[src/rtl/riscv_pkg.sv]
// Shared RISC-V front-end definitions.
//   NOP_INSTR      : canonical NOP (addi x0, x0, 0), presented by fetch when idle
//   OPC_*          : major opcodes, shared with imm_gen / control
//   fetch_state_e  : instruction-fetch sequencer states
//   fetch_entry_t  : one buffered fetch result (instruction word + its PC)
package riscv_pkg;

    localparam logic [31:0] NOP_INSTR = 32'h0000_0013;

    localparam logic [6:0] OPC_LUI    = 7'b0110111;
    localparam logic [6:0] OPC_AUIPC  = 7'b0010111;
    localparam logic [6:0] OPC_JAL    = 7'b1101111;
    localparam logic [6:0] OPC_JALR   = 7'b1100111;
    localparam logic [6:0] OPC_BRANCH = 7'b1100011;
    localparam logic [6:0] OPC_LOAD   = 7'b0000011;
    localparam logic [6:0] OPC_STORE  = 7'b0100011;
    localparam logic [6:0] OPC_OP_IMM = 7'b0010011;
    localparam logic [6:0] OPC_OP     = 7'b0110011;
    localparam logic [6:0] OPC_SYSTEM = 7'b1110011;

    typedef enum logic [1:0] {
        IDLE = 2'd0,
        RUN  = 2'd1,
        HALT = 2'd2
    } fetch_state_e;

    typedef struct packed {
        logic [31:0] instr;
        logic [31:0] pc;
    } fetch_entry_t;

endpackage

[src/rtl/fetch_fifo.sv]
// Synchronous FIFO buffering fetched {instr, pc} pairs for decode.
//   clk, rst : clock, asynchronous active-high reset
//   push/din : write one entry (ignored when full unless a pop happens too)
//   pop      : remove the head entry (ignored when empty)
//   flush    : empty the FIFO; wins over push and pop
//   dout     : head entry (meaningful only while count != 0)
//   count    : number of valid entries
// DEPTH must be a power of two so the pointers wrap naturally.
module fetch_fifo #(
    parameter int WIDTH = 64,
    parameter int DEPTH = 2,
    parameter int CNT_W = $clog2(DEPTH + 1)
) (
    input  logic             clk,
    input  logic             rst,
    input  logic             push,
    input  logic [WIDTH-1:0] din,
    input  logic             pop,
    input  logic             flush,
    output logic [WIDTH-1:0] dout,
    output logic [CNT_W-1:0] count
);

    localparam int AW = (DEPTH > 1) ? $clog2(DEPTH) : 1;

    logic [WIDTH-1:0] mem [DEPTH];
    logic [AW-1:0]    wr_ptr;
    logic [AW-1:0]    rd_ptr;
    logic             do_push;
    logic             do_pop;

    assign do_pop  = pop && (count != '0);
    // A pop in the same cycle frees the slot, so push into a full FIFO is legal then.
    assign do_push = push && ((count != CNT_W'(DEPTH)) || do_pop);
    assign dout    = mem[rd_ptr];

    // NOTE: storage is deliberately left out of reset; count gates every read,
    // so stale contents are never observed and the array maps to plain RAM/flops.
    always_ff @(posedge clk) begin
        if (do_push && !flush) begin
            mem[wr_ptr] <= din;
        end
    end

    // NOTE: non-blocking assignments in clocked blocks so every register samples
    // the pre-edge values of its neighbours regardless of statement order.
    always_ff @(posedge clk or posedge rst) begin
        if (rst) begin
            wr_ptr <= '0;
            rd_ptr <= '0;
            count  <= '0;
        end else if (flush) begin
            wr_ptr <= '0;
            rd_ptr <= '0;
            count  <= '0;
        end else begin
            if (do_push) wr_ptr <= wr_ptr + AW'(1);
            if (do_pop)  rd_ptr <= rd_ptr + AW'(1);
            if (do_push && !do_pop)      count <= count + CNT_W'(1);
            else if (!do_push && do_pop) count <= count - CNT_W'(1);
        end
    end

endmodule

[src/rtl/instr_fetch.sv]
// Instruction-fetch stage: owns the PC, issues word requests to instruction
// memory, buffers returned words with their PCs and hands them to decode.
//   redirect_valid/redirect_pc : taken branch/jump from execute
//   imem_req/addr/gnt          : request channel (addr held while req && !gnt)
//   imem_rvalid/rdata          : in-order response channel
//   if_valid/ready/instr/pc    : decode handshake; if_instr is NOP when !if_valid
//   misalign_err               : one-cycle pulse on a misaligned redirect
// Build option MISALIGN_CHECK_EN: when defined, a redirect with
// redirect_pc[1:0] != 0 pulses misalign_err and parks the stage in HALT until
// reset; when undefined, redirect_pc[1:0] is ignored and HALT is unreachable.
module instr_fetch
    import riscv_pkg::*;
#(
    parameter logic [31:0] RESET_PC   = 32'h0000_0000,
    parameter int          FIFO_DEPTH = 2,
    parameter int          MAX_OUTST  = 2
) (
    input  logic        clk,
    input  logic        rst,
    input  logic        redirect_valid,
    input  logic [31:0] redirect_pc,
    output logic        imem_req,
    output logic [31:0] imem_addr,
    input  logic        imem_gnt,
    input  logic        imem_rvalid,
    input  logic [31:0] imem_rdata,
    output logic        if_valid,
    input  logic        if_ready,
    output logic [31:0] if_instr,
    output logic [31:0] if_pc,
    output logic        misalign_err
);

    localparam int CW = $clog2(FIFO_DEPTH + MAX_OUTST + 1);
    localparam int PW = (MAX_OUTST > 1) ? $clog2(MAX_OUTST) : 1;

    fetch_state_e state, state_next;
    logic [31:0]  fetch_pc;
    logic [CW-1:0] outstanding, outstanding_next, discard, fifo_count;
    logic [31:0]  pcq [MAX_OUTST];   // PCs of granted, not-yet-returned requests
    logic [PW-1:0] pcq_wr, pcq_rd;
    logic         redirect_q;
    logic         redir_take, redir_misaligned, gnt_ok, rsp_ok;
    logic         fifo_push, fifo_pop, fifo_flush;
    logic [31:0]  redir_target;
    fetch_entry_t fifo_din, fifo_dout;

    assign redir_take = redirect_valid && (state != HALT);

`ifdef MISALIGN_CHECK_EN
    assign redir_misaligned = redir_take && (redirect_pc[1:0] != 2'b00);
    assign redir_target     = redirect_pc;

    always_ff @(posedge clk or posedge rst) begin
        if (rst) misalign_err <= 1'b0;
        else     misalign_err <= redir_misaligned;
    end
`else
    logic unused_pc_lsbs;
    assign unused_pc_lsbs   = ^redirect_pc[1:0];
    assign redir_misaligned = 1'b0;
    assign redir_target     = {redirect_pc[31:2], 2'b00};
    assign misalign_err     = 1'b0;
`endif

    assign gnt_ok = imem_req && imem_gnt;
    // A response with nothing in flight is a protocol error and is ignored.
    assign rsp_ok = imem_rvalid && (outstanding != '0);

    // NOTE: every combinational output gets a default before any branch so no
    // path leaves it unassigned (which would infer a latch).
    always_comb begin
        state_next = state;
        imem_req   = 1'b0;
        case (state)
            IDLE: state_next = RUN;
            // Credit rule: in-flight plus buffered words never exceed the FIFO,
            // so a response always has a slot. The cycle after a redirect is
            // skipped so the new target is presented cleanly.
            RUN:  imem_req = !redirect_q
                             && ((outstanding + fifo_count) < CW'(FIFO_DEPTH))
                             && (outstanding < CW'(MAX_OUTST));
            HALT: state_next = HALT;
            default: state_next = IDLE;
        endcase
        if (redir_misaligned) state_next = HALT;
    end

    always_comb begin
        outstanding_next = outstanding;
        if (gnt_ok && !rsp_ok)      outstanding_next = outstanding + CW'(1);
        else if (!gnt_ok && rsp_ok) outstanding_next = outstanding - CW'(1);
    end

    always_ff @(posedge clk or posedge rst) begin
        if (rst) begin
            state       <= IDLE;
            fetch_pc    <= RESET_PC;
            outstanding <= '0;
            discard     <= '0;
            pcq_wr      <= '0;
            pcq_rd      <= '0;
            redirect_q  <= 1'b0;
        end else begin
            state       <= state_next;
            outstanding <= outstanding_next;
            redirect_q  <= redir_take;

            if (redir_take)  fetch_pc <= redir_target;
            else if (gnt_ok) fetch_pc <= fetch_pc + 32'd4;

            // Everything still in flight after this edge belongs to the old path.
            if (redir_take)                   discard <= outstanding_next;
            else if (rsp_ok && discard != '0) discard <= discard - CW'(1);

            if (gnt_ok) pcq_wr <= (pcq_wr == PW'(MAX_OUTST - 1)) ? '0 : pcq_wr + PW'(1);
            if (rsp_ok) pcq_rd <= (pcq_rd == PW'(MAX_OUTST - 1)) ? '0 : pcq_rd + PW'(1);
        end
    end

    always_ff @(posedge clk) begin
        if (gnt_ok) pcq[pcq_wr] <= fetch_pc;
    end

    assign fifo_push  = rsp_ok && (discard == '0) && !redir_take;
    assign fifo_pop   = if_valid && if_ready && !redir_take;
    assign fifo_flush = redir_take || (state == HALT);
    assign fifo_din   = '{instr: imem_rdata, pc: pcq[pcq_rd]};

    fetch_fifo #(
        .WIDTH ($bits(fetch_entry_t)),
        .DEPTH (FIFO_DEPTH),
        .CNT_W (CW)
    ) u_fifo (
        .clk   (clk),
        .rst   (rst),
        .push  (fifo_push),
        .din   (fifo_din),
        .pop   (fifo_pop),
        .flush (fifo_flush),
        .dout  (fifo_dout),
        .count (fifo_count)
    );

    assign imem_addr = fetch_pc;
    assign if_valid  = (fifo_count != '0);
    assign if_instr  = if_valid ? fifo_dout.instr : NOP_INSTR;
    assign if_pc     = if_valid ? fifo_dout.pc : RESET_PC;

endmodule
[config.mk]
export PLATFORM = sky130hd
export DESIGN_NAME = instr_fetch
export DESIGN_NICKNAME = d
export VERILOG_FILES = /design/src/rtl/riscv_pkg.sv /design/src/rtl/fetch_fifo.sv /design/src/rtl/instr_fetch.sv
export SDC_FILE = /design/constraint.sdc
export NUM_CORES = 1
export LEC_CHECK = 0
export ABC_CLOCK_PERIOD_IN_PS = 19400
export CAP_MARGIN = 10
export CORE_MARGIN = 4
export CORE_UTILIZATION = 45
export DETAILED_ROUTE_END_ITERATION = 6
export PLACE_DENSITY = 0.69
export SLEW_MARGIN = 20
export SYNTH_ARGS = -nofsm -noshare
export SYNTH_HDL_FRONTEND = slang
export SYNTH_SLANG_ARGS = --single-unit
[constraint.sdc]
create_clock -name clk -period 19.4 [get_ports clk]
set_clock_uncertainty 0.1 [all_clocks]
set_input_delay 2.91 -clock clk [delete_from_list [all_inputs] [get_ports clk]]
set_output_delay 2.91 -clock clk [all_outputs]
set_load 0.05 [all_outputs]
==> impl_metrics.env, run 1 <==
export IMPL_sequentialPowerShare_pct=33.3
export IMPL_p_int_mw=1.14
export IMPL_cts_tree="done"
export IMPL_drt_iter0_drc=301
export IMPL_p_leak_nw=4.15
export IMPL_port_buffer_count=161
export IMPL_area_growth_pct=28.9
export IMPL_drc=0
export IMPL_tightest_slew_ps=1070
export IMPL_r2r_end="u_fifo.mem[0][46]"
export IMPL_cts_hold_buf=0
export IMPL_cap_violations=0
export IMPL_power_switching_share_pct=39.4
export IMPL_max_slew_margin_rel_pct=28.7
export IMPL_avgSynthCellArea_um2=14.5
export IMPL_grt_overflow_total=0
export IMPL_critPathCaptureType="output port"
export IMPL_hp_class="flop to flop"
export IMPL_cts_resized=0
export IMPL_core_area_um2=20400
export IMPL_crit_arrival_ps=3050
export IMPL_fin_crit_ps=6060
export IMPL_ys_seq_elements=230
export IMPL_post_route_period_util_pct=31.2
export IMPL_grt_pass1_vias=6034
export IMPL_yosysTopAreaCell="edfxtp_1"
export IMPL_drv_slew=0
export IMPL_synth_top_area_share_pct=58.5
export IMPL_die_w_um=153
export IMPL_grt_pass1_wl_um=31900
export IMPL_antenna_left=0
export IMPL_mostFrequentLayoutCells="edfxtp_1, clkdlybuf4s50_1, nor2_1"
export IMPL_setup_viol=0
export IMPL_critPathMaxFanout=49
export IMPL_synth_cell_types=44
export IMPL_p_per_area_nw_per_um2=154
export IMPL_cts_buffers=24
export IMPL_cts_buffer_depth=3
export IMPL_status="completed"
export IMPL_antenna_found_initial=0
export IMPL_switchingPower_mw=0.742
export IMPL_tns_ps=0
export IMPL_avgRoutedWirePerCell_um=18.2
export IMPL_htreeDepth=1
export IMPL_p_clk_share_pct=25.2
export IMPL_grt_use_total_pct=16.8
export IMPL_dp_cells=1059
export IMPL_hold_violations=0
export IMPL_final_common_cell="edfxtp_1"
export IMPL_cts_root_buf="clkbuf_16"
export IMPL_total_power_mw=1.88
export IMPL_nets=893
export IMPL_rr_worst_depth=7
export IMPL_grt_max_degree=63
export IMPL_rrSetupSlack_ps=15740
export IMPL_stdcell_count=1103
export IMPL_cp_required_ps=16390
export IMPL_rows=52
export IMPL_syn_area_um2=9450
export IMPL_worstSetupEndpoint="if_pc[4]"
export IMPL_num_vias=5701
export IMPL_drtPass1Iterations=4
export IMPL_numClockSinks=230
export IMPL_fmax_mhz=165
export IMPL_routed_wl_um=20100
export IMPL_via_per_inst=5.17
export IMPL_n_fill_cell=1586
export IMPL_gp_congestion=0.815
export IMPL_die_area_um2=23400
export IMPL_postCtsSetupRepairBufs=0
export IMPL_clk_pin_slew_worst_paths_ps=60
export IMPL_path_class="flop to output port"
export IMPL_diodes=0
export IMPL_synth_area_top_cells="edfxtp_1, dfrtp_1, mux2i_1"
export IMPL_chipHeight_um=153
export IMPL_pwr_share_comb_pct=41.5
export IMPL_cp_startpoint="u_fifo.rd_ptr"
export IMPL_syn_inst=650
export IMPL_ioPinCount=169
export IMPL_rr_startpoint="outstanding[1]"
export IMPL_peakVddDrop_mv=0.0689
export IMPL_rsz0062_at_grt="false"
export IMPL_critPathLaunchType="flop"
export IMPL_start_util_pct=46.3
export IMPL_yosysSeqAreaShare_pct=70.6
export IMPL_yosys_warnings=0
export IMPL_drive_above_1_share_pct=10.7
export IMPL_worstSkewPairLatency_ps=500
export IMPL_dp_hpwl_um=12900
## power by group through the flow
stage / Combinational, mW / Clock (mW) / Sequential [mW]
after floorplan: 0.528 / 0 / 0.641
after global placement: 0.776 / 0 / 0.634
after detailed placement: 0.788 / 0 / 0.638
after CTS: 0.791 / 0.485 / 0.628
after global routing: 0.826 / 0.509 / 0.633
final: 0.780 / 0.475 / 0.628
## cells in the mapped netlist, drive strengths merged
cell type	instances
clkbuf	19
and2	1
and3	6
and4b	1
nor4	9
o22ai	2
buf	13
ha	6
conb	1
or3b	2
mux2	32
mux2i	63
nand4bb	1
nor3	8
nand4	8
inv	16
o211ai	3
xnor2	25
or4	2
and4	5
nor2b	2
or3	4
nand2b	2
o21ai	29
fa	2
edfxtp	184
a31oi	4
a211oi	1
dfrtp	46
nor2	70
xor2	8
nor3b	2
nand3	13
a21oi	2
nor4b	5
o21a	1
nand2	52
## final cells by class
class                      instances  area [um2]  share of cell area, %
sequential                       230        6680                   54.8
multi-input combinational        376        2610                   21.4
timing repair buffer             167        1660                   13.6
clock buffer                      31         678                   5.56
tap                              270         338                   2.77
clock inverter                    13         168                   1.38
inverter                          16        61.3                  0.503
## layer usage
metal | GRT usage [%] | routed length, um | vias to the layer above
met3 | 3.05 | 1130 | 34
met4 | 4.71 | 348 | 0
met5 | 0 | 0 | -
met2 | 29.8 | 10300 | 176
met1 | 21.4 | 8250 | 2789
li1 | - | - | 2702
## stage by stage
| stage | cell area (um2) | worst slack, ps | utilization [%] | hold slack, ps |
|---|---|---|---|---|
| after global placement | 11300 | 13420 | 55.5 | 387 |
| after detailed placement | 11300 | 13260 | 55.5 | 404 |
| final | 12200 | 13340 | 59.7 | 411 |
| after CTS | 12200 | 13280 | 59.7 | 413 |
| after global routing | 12200 | 13160 | 59.7 | 418 |
| after floorplan | 9470 | 10530 | - | 360 |
## worst min path at each step
stage             start       end  cells after the start
2_1_floorplan    pcq_wr    pcq_wr                      1
3_5_place_dp   state[1]  state[0]                      1
3_3_place_gp   state[1]  state[0]                      1
5_1_grt        state[1]  state[0]                      1
4_1_cts        state[1]  state[0]                      1
6_report       state[1]  state[0]                      1
## state kept, by name, indices dropped and copies added, names as in the netlist
| register | cells |
|---|---|
| u_fifo.mem | 124 |
| pcq | 60 |
| imem_addr | 30 |
| discard | 3 |
| outstanding | 3 |
| u_fifo.count | 3 |
| state | 2 |
| pcq_rd | 1 |
| pcq_wr | 1 |
| redirect_q | 1 |
| u_fifo.rd_ptr | 1 |
| u_fifo.wr_ptr | 1 |
## worst max-delay path, stage by stage, from the launching register on
cell and delay, ps:
dfrtp_4 600, buf_4 730, mux2i_1 200, nor2_1 130
clkdlybuf4s50_1 820
## cell families after synthesis
group / synth area share [%]
DFF: 70.6
and+or+nand+nor: 9.94
muxes: 10.5
AOI/OAI and AO/OA: 2.44
adders and majority gates: 1.22
xor gates and xnor gates: 3.14
other: 0.0397
buffers and inverters: 2.12
Note: power is estimated with default switching activity, not from simulation.
==> run 2: changes to the inputs <==
- ABC_CLOCK_PERIOD_IN_PS: 19400 -> 5900
- clock period: 19.4 -> 5.9 ns (I/O delays scaled with it)
==> impl_metrics.env, run 2 (synthesis results as in run 1) <==
export IMPL_status="completed"
export IMPL_top_layer_used="met4"
export IMPL_worst_path_buf_inv=3
export IMPL_avgRoutedWirePerCell_um=17.9
export IMPL_peakVddDrop_mv=0.284
export IMPL_numClockSinks=230
export IMPL_rows=52
export IMPL_clk_pin_slew_worst_paths_ps=60
export IMPL_cts_buffer_depth=3
export IMPL_fin_crit_ps=4020
export IMPL_start_util_pct=46.3
export IMPL_finalWorstSetupSlack_ps=1880
export IMPL_htreeDepth=1
export IMPL_drv_slew=0
export IMPL_pre_cts_slack_ps=2070
export IMPL_crit_arrival_ps=3040
export IMPL_setup_viol=0
export IMPL_largest_register_ffs=124
export IMPL_critPathSlowestCell="clkdlybuf4s50_1"
export IMPL_tightest_slew_ps=908
export IMPL_cp_top_family="buffers and inverters"
export IMPL_sequentialPowerShare_pct=35.0
export IMPL_path_class="flop to output port"
export IMPL_route_met3_wl_um=1040
export IMPL_die_area_um2=23400
export IMPL_cts_buffers=23
export IMPL_critPathLaunchType="flop"
export IMPL_max_slew_margin_rel_pct=39.1
export IMPL_drtPass1Iterations=4
export IMPL_grt_use_total_pct=16.5
export IMPL_drc=0
export IMPL_final_common_cell="edfxtp_1"
export IMPL_power_switching_share_pct=39.8
export IMPL_fmax_mhz=249
export IMPL_nets=894
export IMPL_cts_tree="done"
export IMPL_rsz0062_at_grt="false"
export IMPL_routed_wl_um=19700
export IMPL_dp_hpwl_um=13000
export IMPL_grt_overflow_total=0
export IMPL_drive_above_1_share_pct=9.86
export IMPL_gp_congestion=0.795
export IMPL_post_route_util_pct=59.1
export IMPL_wl_met1_um=8120
export IMPL_area_growth_pct=27.7
export IMPL_cap_violations=0
export IMPL_die_w_um=153
export IMPL_p_leak_nw=4.11
export IMPL_n_fill_cell=1593
export IMPL_chipHeight_um=153
export IMPL_total_power_mw=5.96
export IMPL_wl_met2_um=10200
export IMPL_mostFrequentLayoutCells="edfxtp_1, clkdlybuf4s50_1, nor2_1"
export IMPL_p_clk_share_pct=22.3
export IMPL_hp_class="flop to flop"
export IMPL_critPathMaxFanout=9
export IMPL_p_per_area_nw_per_um2=494
export IMPL_antenna_left=0
export IMPL_grt_pass1_wl_um=31400
export IMPL_pwr_share_comb_pct=42.6
export IMPL_critPathCaptureType="output port"
export IMPL_ioPinCount=169
export IMPL_top_register="u_fifo.mem"
export IMPL_cp_required_ps=4910
export IMPL_hold_violations=0
export IMPL_worstSkewPairLatency_ps=490
export IMPL_cp_common_cell="inv_1"
export IMPL_post_route_period_util_pct=68.2
export IMPL_via_per_inst=5.19
export IMPL_crit_chain="inv_1 -> fa_1 -> nor2b_1 -> nand3_2 -> inv_1 -> clkdlybuf4s50_1"
export IMPL_num_vias=5716
export IMPL_postCtsSetupRepairBufs=0
export IMPL_antenna_found_initial=0
export IMPL_grt_pass1_vias=6063
export IMPL_p_int_mw=3.59
export IMPL_grt_max_degree=64
export IMPL_slowest_delay_ps=810
export IMPL_tns_ps=0
export IMPL_switchingPower_mw=2.37
export IMPL_cts_hold_buf=0
export IMPL_cts_resized=0
export IMPL_core_area_um2=20400
export IMPL_diodes=0
export IMPL_cts_root_buf="clkbuf_16"
export IMPL_drt_iter0_drc=397
export IMPL_port_buffer_count=161
[run 2: worst reg2reg max path, cell delays in order (launching register included)]
cell and delay, ps:
dfrtp_1 430, inv_1 110, ha_1 190, ha_1 180
nand4bb_1 180, a211oi_1 730, nor3b_4 680, buf_4 470
[run 2: worst paths after layout]
check                                    start          endpoint  cells past startpoint  slack [ps]
worst min-delay path                  state[1]          state[0]                      1         410
worst max register to register  outstanding[1]  u_fifo.mem[0][9]                      7        2470
min in group asynchronous                  rst      imem_addr[6]                      2         750
worst min register to register        state[1]          state[0]                      1         410
worst max-delay path            outstanding[1]          imem_req                      6        1880
max in group asynchronous                  rst     u_fifo.rd_ptr                      2        4380
[run 2: per-stage QoR]
stage / std cells / instance area (um2) / hold WS [ps]
4_1_cts: 1101 / 12000 / 410
6_report: 1102 / 12100 / 407
3_5_place_dp: 1060 / 11400 / 402
5_1_grt: 1102 / 12100 / 412
3_3_place_gp: 1060 / 11400 / 382
2_1_floorplan: 654 / 9470 / 360
[run 2: area by class of cell]
type | instances | area (um2) | share of cell area (%)
timing repair buffer | 169 | 1690 | 14.0
multi-input combinational | 376 | 2610 | 21.6
clock buffer | 32 | 619 | 5.13
sequential | 230 | 6680 | 55.3
tap | 270 | 338 | 2.80
inverter | 16 | 61.3 | 0.508
clock inverter | 9 | 71.3 | 0.591
[run 2: power groups by stage]
| stage | Clock [mW] | Sequential [mW] | Combinational (mW) |
|---|---|---|---|
| 2_1_floorplan | 0 | 2.11 | 1.74 |
| 3_3_place_gp | 0 | 2.17 | 2.47 |
| 3_5_place_dp | 0 | 2.18 | 2.50 |
| 4_1_cts | 1.37 | 2.15 | 2.51 |
| 5_1_grt | 1.44 | 2.11 | 2.69 |
| 6_report | 1.33 | 2.09 | 2.54 |
[run 2: metal layers]
| metal | vias to the layer above | track usage [%] |
|---|---|---|
| met5 | - | 0 |
| met4 | 0 | 3.99 |
| met3 | 27 | 2.54 |
| met2 | 166 | 30.5 |
| met1 | 2808 | 20.3 |
| li1 | 2715 | - |
==> run 3: changes to the inputs <==
- ABC_CLOCK_PERIOD_IN_PS: 5900 -> 4000
- clock period: 5.9 -> 4 ns (I/O delays scaled with it)
==> impl_metrics.env, run 3 (synthesis results as in run 1) <==
export IMPL_start_util_pct=46.3
export IMPL_top_register="u_fifo.mem"
export IMPL_grt_max_degree=63
export IMPL_min_from="pcq_rd"
export IMPL_tightest_slew_ps=841
export IMPL_area_growth_pct=30.1
export IMPL_num_vias=5779
export IMPL_grt_pass1_vias=6014
export IMPL_rsz0062_at_grt="false"
export IMPL_core_area_um2=20400
export IMPL_peakVddDrop_mv=0.381
export IMPL_setup_viol=0
export IMPL_rr_startpoint="outstanding[1]"
export IMPL_cts_buffer_depth=3
export IMPL_status="completed"
export IMPL_critPathCaptureType="output port"
export IMPL_fmax_mhz=269
export IMPL_grt_use_total_pct=16.8
export IMPL_p_leak_nw=4.22
export IMPL_rows=52
export IMPL_grt_overflow_total=0
export IMPL_largest_register_ffs=124
export IMPL_rr_worst_depth=6
export IMPL_dp_hpwl_um=13300
export IMPL_ioPinCount=169
export IMPL_cap_violations=0
export IMPL_drtPass1Iterations=5
export IMPL_cts_buffers=24
export IMPL_critPathMaxFanout=9
export IMPL_critPathLaunchType="flop"
export IMPL_drc=0
export IMPL_clk_pin_slew_worst_paths_ps=60
export IMPL_rrSetupSlack_ps=1040
export IMPL_hold_depth=1
export IMPL_fin_crit_ps=3720
export IMPL_die_w_um=153
export IMPL_path_class="flop to output port"
export IMPL_drt_iter0_drc=394
export IMPL_total_power_mw=9.23
export IMPL_htreeDepth=1
export IMPL_whs_ps=378
export IMPL_max_slew_margin_rel_pct=43.9
export IMPL_pre_cts_slack_ps=816
export IMPL_crit_arrival_ps=3020
export IMPL_finalWorstSetupSlack_ps=284
export IMPL_post_route_period_util_pct=92.9
export IMPL_gp_congestion=0.806
export IMPL_avgRoutedWirePerCell_um=18.2
export IMPL_cts_hold_buf=0
export IMPL_cp_startpoint="outstanding[1]"
export IMPL_hold_violations=0
export IMPL_grt_pass1_wl_um=31900
export IMPL_tns_ps=0
export IMPL_hp_class="flop to flop"
export IMPL_routed_wl_um=20200
export IMPL_cts_resized=0
export IMPL_antenna_found_initial=0
export IMPL_whs_endpoint="pcq_rd"
export IMPL_port_buffer_count=161
export IMPL_nets=900
export IMPL_cp_required_ps=3300
export IMPL_drive_above_1_share_pct=11.1
export IMPL_cts_tree="done"
export IMPL_numClockSinks=230
export IMPL_via_per_inst=5.21
export IMPL_antenna_left=0
export IMPL_r2r_end="pcq[1][2]"
export IMPL_die_area_um2=23400
export IMPL_dp_cells=1066
export IMPL_diodes=0
export IMPL_chipHeight_um=153
export IMPL_postCtsSetupRepairBufs=0
export IMPL_stdcell_count=1110
export IMPL_cts_root_buf="clkbuf_16"
export IMPL_mostFrequentLayoutCells="edfxtp_1, clkdlybuf4s50_1, nor2_1"
export IMPL_drv_slew=0
export IMPL_worstSkewPairLatency_ps=500
export IMPL_final_common_cell="edfxtp_1"
export IMPL_p_per_area_nw_per_um2=751
[run 3: power by group]
group / total (mW) / leakage (nW) / switching [mW] / internal (mW)
Clock: 2.37 / 0.424 / 0.862 / 1.51
Combinational: 3.78 / 1.58 / 2.47 / 1.31
Sequential: 3.08 / 2.22 / 0.234 / 2.85
Total: 9.23 / 4.22 / 3.56 / 5.67
[run 3: worst max-delay path, stage by stage (launching register included)]
cell,delay (ps)
dfrtp_1,430
inv_1,110
fa_1,530
nor2b_1,260
nand3_2,230
inv_1,130
clkdlybuf4s50_1,810
[run 3: metal layers]
metal	share of wire [%]	track usage, %	vias up	wire [um]
li1	-	-	2724	-
met2	51	30.1	191	10300
met5	0	0	-	0
met4	1.9	4.20	0	384
met1	41	21.1	2828	8330
met3	5.7	3.39	36	1150
[run 3: metrics by stage]
| stage | area [um2] | utilization, % |
|---|---|---|
| finish | 12300 | 60.2 |
| global route | 12300 | 60.2 |
| CTS | 12300 | 60.2 |
| detailed placement | 11400 | 55.9 |
| global placement | 11400 | 55.9 |
| floorplan | 9480 | - |
[run 3: worst max-delay path by stage]
stage | end | slack, ps | cells past startpoint
final | imem_req | 280 | 6
after global placement | imem_req | 830 | 6
after CTS | imem_req | 270 | 6
after detailed placement | imem_req | 820 | 6
after global routing | imem_req | 140 | 6
after floorplan | u_fifo.mem[0][10] | 180 | 6
[run 3: layout make-up]
type | instances | area [um2]
fillers | 1587 | 8130
flip-flops and latches | 230 | 6680
multi-input cells | 376 | 2610
repair buffers | 174 | 1730
clock buffers | 37 | 731
well taps | 270 | 338
clock inverters | 7 | 138
inverters | 16 | 61.3
